## config.mk

```make
export PLATFORM = sky130hd
export DESIGN_NAME = axicb_qos_arbiter
export DESIGN_NICKNAME = d
export VERILOG_FILES = /design/src/rtl/axicb_arb_pkg.sv /design/src/rtl/axicb_rr_pick.sv /design/src/rtl/axicb_qos_arbiter.sv
export SDC_FILE = /design/constraint.sdc
export NUM_CORES = 1
export LEC_CHECK = 0
export CORE_MARGIN = 5
export CORE_UTILIZATION = 60
export CTS_BUF_LIST = sky130_fd_sc_hd__clkbuf_8 sky130_fd_sc_hd__clkbuf_16
export DETAILED_ROUTE_END_ITERATION = 6
export PLACE_DENSITY = 0.9
export SYNTH_ARGS = -nofsm -noshare
export SYNTH_HDL_FRONTEND = slang
export SYNTH_SLANG_ARGS = --single-unit
```

## constraint.sdc

```tcl
create_clock -name aclk -period 12.24 [get_ports aclk]
set_clock_uncertainty 0.05 [all_clocks]
set_input_delay 2.448 -clock aclk [delete_from_list [all_inputs] [get_ports aclk]]
set_output_delay 2.448 -clock aclk [all_outputs]
set_load 0.02 [all_outputs]
```

## src/rtl/axicb_arb_pkg.sv

```systemverilog
// rtl/axicb_arb_pkg.sv - shared types and width helper for the QoS crossbar arbiter
package axicb_arb_pkg;

    typedef enum logic {
        ARB_IDLE = 1'b0,
        ARB_BUSY = 1'b1
    } arb_state_t;

    // Ceiling log2 that never returns less than 1, so single-value fields still get a bit
    function automatic int clog2_min1(input int n);
        int r;
        r = 0;
        for (int i = 0; i < 32; i++) begin
            if ((1 << r) < n) begin
                r = r + 1;
            end
        end
        return (r < 1) ? 1 : r;
    endfunction

endpackage

```

## src/rtl/axicb_rr_pick.sv

```systemverilog
// rtl/axicb_rr_pick.sv - rotating-priority picker: first request at or after start, wrapping
module axicb_rr_pick #(
    parameter int REQ_NB = 4,
    parameter int IDX_W  = 2
) (
    input  logic [REQ_NB-1:0] req,
    input  logic [IDX_W-1:0]  start,
    output logic [REQ_NB-1:0] onehot,
    output logic [IDX_W-1:0]  idx,
    output logic              found
);

    int               cand_i;
    logic [IDX_W-1:0] cand;

    always_comb begin
        onehot = '0;
        idx    = '0;
        found  = 1'b0;
        cand_i = 0;
        cand   = '0;
        for (int k = 0; k < REQ_NB; k++) begin
            cand_i = (int'(start) + k) % REQ_NB;
            cand   = IDX_W'(cand_i);
            if (!found && req[cand]) begin
                found        = 1'b1;
                idx          = cand;
                onehot[cand] = 1'b1;
            end
        end
    end

endmodule

```

## src/rtl/axicb_qos_arbiter.sv

```systemverilog
// rtl/axicb_qos_arbiter.sv - QoS arbiter with per-level round robin, grant lock and starvation aging
module axicb_qos_arbiter
    import axicb_arb_pkg::*;
#(
    parameter int REQ_NB  = 4,
    parameter int PRIO_NB = 4,
    parameter int PRIO_W  = clog2_min1(PRIO_NB),
    parameter int AGE_W   = 4,
    parameter int AGE_MAX = 8,
    localparam int ID_W   = clog2_min1(REQ_NB)
) (
    input  logic                     aclk,
    input  logic                     areset,
    input  logic                     en,
    input  logic [REQ_NB-1:0]        req,
    input  logic [REQ_NB*PRIO_W-1:0] req_prio,
    input  logic                     done,
    output logic [REQ_NB-1:0]        grant,
    output logic [ID_W-1:0]          grant_id,
    output logic                     busy
);

    // Level PRIO_NB is the starved level, reachable only through aging
    localparam int               LVL_NB   = PRIO_NB + 1;
    localparam int               LVL_W    = clog2_min1(LVL_NB);
    localparam logic [AGE_W-1:0] AGE_TOP  = AGE_W'(AGE_MAX);
    localparam bit               AGING_ON = (AGE_MAX != 0);

    arb_state_t        state;
    arb_state_t        state_nxt;

    logic [AGE_W-1:0]  age      [REQ_NB];
    logic [ID_W-1:0]   ptr      [LVL_NB];
    logic [LVL_W-1:0]  eff_lvl  [REQ_NB];
    logic [REQ_NB-1:0] lvl_req  [LVL_NB];
    logic [REQ_NB-1:0] lvl_gnt  [LVL_NB];
    logic [ID_W-1:0]   lvl_idx  [LVL_NB];
    logic [LVL_NB-1:0] lvl_found;

    logic              win_found;
    logic [LVL_W-1:0]  win_lvl;
    logic [ID_W-1:0]   win_idx;
    logic [REQ_NB-1:0] win_gnt;
    logic [ID_W-1:0]   win_ptr_nxt;
    logic              arb_fire;
    logic              arb_release;

    always_comb begin
        for (int i = 0; i < REQ_NB; i++) begin
            if (int'(req_prio[i*PRIO_W +: PRIO_W]) >= PRIO_NB) begin
                eff_lvl[i] = LVL_W'(PRIO_NB - 1);
            end else begin
                eff_lvl[i] = LVL_W'(req_prio[i*PRIO_W +: PRIO_W]);
            end
            if (AGING_ON && (age[i] == AGE_TOP)) begin
                eff_lvl[i] = LVL_W'(PRIO_NB);
            end
        end
    end

    always_comb begin
        for (int l = 0; l < LVL_NB; l++) begin
            for (int i = 0; i < REQ_NB; i++) begin
                lvl_req[l][i] = req[i] && (int'(eff_lvl[i]) == l);
            end
        end
    end

    for (genvar l = 0; l < LVL_NB; l++) begin : g_lvl
        axicb_rr_pick #(
            .REQ_NB (REQ_NB),
            .IDX_W  (ID_W)
        ) u_pick (
            .req    (lvl_req[l]),
            .start  (ptr[l]),
            .onehot (lvl_gnt[l]),
            .idx    (lvl_idx[l]),
            .found  (lvl_found[l])
        );
    end

    // Ascending scan: the last level with a request is the highest one
    always_comb begin
        win_found = 1'b0;
        win_lvl   = '0;
        win_idx   = '0;
        win_gnt   = '0;
        for (int l = 0; l < LVL_NB; l++) begin
            if (lvl_found[l]) begin
                win_found = 1'b1;
                win_lvl   = LVL_W'(l);
                win_idx   = lvl_idx[l];
                win_gnt   = lvl_gnt[l];
            end
        end
        win_ptr_nxt = (int'(win_idx) == REQ_NB - 1) ? '0 : win_idx + ID_W'(1);
    end

    always_ff @(posedge aclk or posedge areset) begin
        if (areset) begin
            state <= ARB_IDLE;
        end else begin
            state <= state_nxt;
        end
    end

    always_comb begin
        state_nxt = state;
        case (state)
            ARB_IDLE: if (en && win_found) state_nxt = ARB_BUSY;
            ARB_BUSY: if (done)            state_nxt = ARB_IDLE;
            default:                       state_nxt = ARB_IDLE;
        endcase
    end

    always_comb begin
        busy        = (state == ARB_BUSY);
        arb_fire    = (state == ARB_IDLE) && en && win_found;
        arb_release = (state == ARB_BUSY) && done;
    end

    always_ff @(posedge aclk or posedge areset) begin
        if (areset) begin
            grant    <= '0;
            grant_id <= '0;
        end else if (arb_fire) begin
            grant    <= win_gnt;
            grant_id <= win_idx;
        end else if (arb_release) begin
            grant    <= '0;
        end
    end

    always_ff @(posedge aclk or posedge areset) begin
        if (areset) begin
            for (int l = 0; l < LVL_NB; l++) begin
                ptr[l] <= '0;
            end
        end else if (arb_fire) begin
            for (int l = 0; l < LVL_NB; l++) begin
                if (l == int'(win_lvl)) begin
                    ptr[l] <= win_ptr_nxt;
                end
            end
        end
    end

    // Losers that are still requesting age toward the starved level; idle requesters keep their age
    always_ff @(posedge aclk or posedge areset) begin
        if (areset) begin
            for (int i = 0; i < REQ_NB; i++) begin
                age[i] <= '0;
            end
        end else if (arb_fire) begin
            for (int i = 0; i < REQ_NB; i++) begin
                if (i == int'(win_idx)) begin
                    age[i] <= '0;
                end else if (req[i] && (age[i] != AGE_TOP)) begin
                    age[i] <= age[i] + AGE_W'(1);
                end
            end
        end
    end

endmodule

```

==> metrics.txt <==
Sw Pwr around 770 uW; synth unique cells slightly above 80; most used flip-flop cell after synthesis dfrtp_1; Max Clock Freq about 0.15 GHz; Synth-to-Final Area Change 6.74%; final std cell area, no fill just over 5000 um2; Total GRT Usage between 20% and 30%; Power per Cell Area around 270 nW/um2; count leader, synth nand2_1; drt wl/cell approximately 20 um; antenna viol nets, final 0; detailed-route via count about 5.0k; number of synthesized flops with an enable pin 0; Synth Register Bits 33; Post-CTS Resized 0; count of buffer and inverter cells on the critical path 1; die area slightly below 10000 um2; Pleak roughly 0.0021 uW; crit-path max FO 14; HP Class reg -> reg; Clk network pwr share under 10%; top-area cell type share of the netlist area between 15 and 20%; synth top area cells dfrtp_1, ha_1, mux4_2; CTS tree yes; Top delay family on crit path simple AND/OR/NAND/NOR gates; layout cells sized above 1 9.46%; TritonCTS Buffers 5; Worst path max stage delay 850 ps; sw frac a little under three fifths; 1st-iter DRT viols between 600 and 700; Tcrit/Tclk final between 50 and 60%; cell internal pwr a little over 600 uW; 1st-pass router iterations 6; # port buffers 22; Logic pwr share 74.3%; CP required around 12000 ps; adder-cell share of the synthesized area between 10% and 20%; Cell Chain, Critical Path clkdlybuf4s50_1, nor3b_1, nand2_1, or3_1, a211o_1, and3_1, a211oi_1, nor2_1, or2_1, ha_1, or4b_1, o21ai_1; cts hold-fix bufs 0; Inst Count DP ~700; sequential power share 17.8%; # Post-CTS Setup Buffers 0; Post-synth ARST share 100%; Residual DRC 0; H-Tree Depth 2; clock root buffer clkbuf_8; Max Cap Viol 0; Clock Path Buffers 2; DIE HEIGHT 99.5 um; Cells after Synth a little under 600; Clock transition at path regs around 90 ps; FF-to-FF Start ptr[4]; Ys Warns 0; Synth area leader dfrtp_1; CP Capture Type register; clk_lat worst skew ~310 ps; starting density of the core 61.9%; row count 32; mean area per synthesized cell between 8 and 9 um2; post-layout util approximately two thirds; vias in the first global route 4637; sequential area share after synthesis between 10% and 20%; Final Hold Fails 0; global placement routability congestion 1.12; crit path DAT between 6000 and 7000 ps; Cell Area, Synth approximately 4800 um2; Layout Cells excl Fill 694; Period minus WS final around 6500 ps; worst setup path startpoint req[3]; Synth Area in XOR/XNOR less than 1%; WL final around 14 mm; Slew headroom between 20% and 30%; global-route wire length before repair about 23 mm; largest family of logic cells by synthesized area simple AND/OR/NAND/NOR gates; Post-synth top cells nand2_1, ha_1, o21ai_0; placed cell areas about 5000 um2; total inserted antenna cells 0; setup TNS 0 ps; I/O pins 23; proportion of synthesized area in mux cells between 10% and 20%; Max IR drop VDD approximately 140 uV; total clock sinks 33; CP startpoint kind input pin; worst setup path class in -> reg; core footprint a little under 8000 um2; Via-to-Cell Ratio slightly above 7; width of the die about 100 um; Max Slew Vio Count 0; hold_sp age[10]; largest net degree at the start of global routing 38; initial antenna violation count 0; syn nets roughly 660; GR Overflow Total 0; Synth Area in Compound Gates 25.6%; Reg2Reg Setup Slack approximately 7600 ps; final setup fails 0; post-synthesis simple-gate area fraction a little over a quarter; HPWL Detailed between 10 and 15 mm; slowest CP cell clkdlybuf4s50_1; status completed; Final nets about 660; worst-margin pin slew approximately 1100 ps; RSZ-0062 raised after global routing no
[power by group through the flow]
stage	Clock (uW)	Combinational (uW)	Sequential (uW)
final	110	1030	247
after global routing	116	1110	260
after CTS	111	1000	245
after detailed placement	0	996	246
after global placement	0	961	242
after floorplan	0	782	212
[worst reg2reg max path: stages (launching register included)]
cell,delay (ps)
dfrtp_1,880
inv_1,370
ha_1,510
and4b_1,230
nand2_1,90
a32o_1,380
a211oi_1,240
nor2_1,100
o21ai_0,250
o31ai_1,200
nor3_1,320
ha_1,320
a21oi_1,60
or2_2,300
mux2_2,260
[layout by cell type, fill, tap and decap left out, types with 6 or more instances in the layout]
cell type,count
a211oi_1,10
a21o_1,7
a21oi_1,19
a22oi_1,10
a31oi_1,11
a32oi_1,7
and3_1,7
and3b_1,8
clkdlybuf4s50_1,22
dfrtp_1,33
ha_1,52
inv_1,25
mux2_2,7
mux2i_1,10
mux4_2,15
nand2_1,64
nand3_1,35
nand3b_1,6
nand4_1,8
nor2_1,40
nor3_1,15
o21a_1,8
o21ai_0,41
o31ai_1,6
or2_2,7
[per-stage QoR]
step | setup WS [ps] | hold WS (ps) | power [uW]
after floorplan | 6770 | 415 | 994
after global placement | 5810 | 434 | 1200
after detailed placement | 5610 | 452 | 1240
after CTS | 5930 | 471 | 1360
after global routing | 5660 | 507 | 1490
final | 5780 | 471 | 1390
[logic make-up after synthesis]
family	count (synthesis)
fa+ha+maj	52
simple gates	238
buf+inv	57
compound gates	175
mux	34
xor+xnor	1
flops	33
[path summary, 6_finish.rpt]
kind	to	depth (start not counted)
worst max-delay path	age[10]	12
worst min-delay path	age[10]	1
worst max register to register	age[0]	14
worst min register to register	age[10]	1
max in group asynchronous	ptr[7]	3
min in group asynchronous	grant_id[1]	3
[layout make-up]
type | count | area (um2)
Clock inverter | 3 | 46.3
Multi-Input combinational cell | 500 | 3730
Fill cell | 646 | 2640
Tap cell | 102 | 128
Inverter | 28 | 105
Sequential cell | 33 | 826
Clock buffer | 5 | 68.8
Timing Repair Buffer | 23 | 228
[routing by layer]
layer	wire (um)	global-route usage, %
met1	5580	37.6
met2	6250	44.5
met5	0	0
met4	563	13.7
met3	1420	3.93
[state kept, by name, summed over array words and instances (netlist names)]
signal    flops
busy          1
ptr          10
grant         4
grant_id      2
age          16
Note: power is estimated with default switching activity, not from simulation.
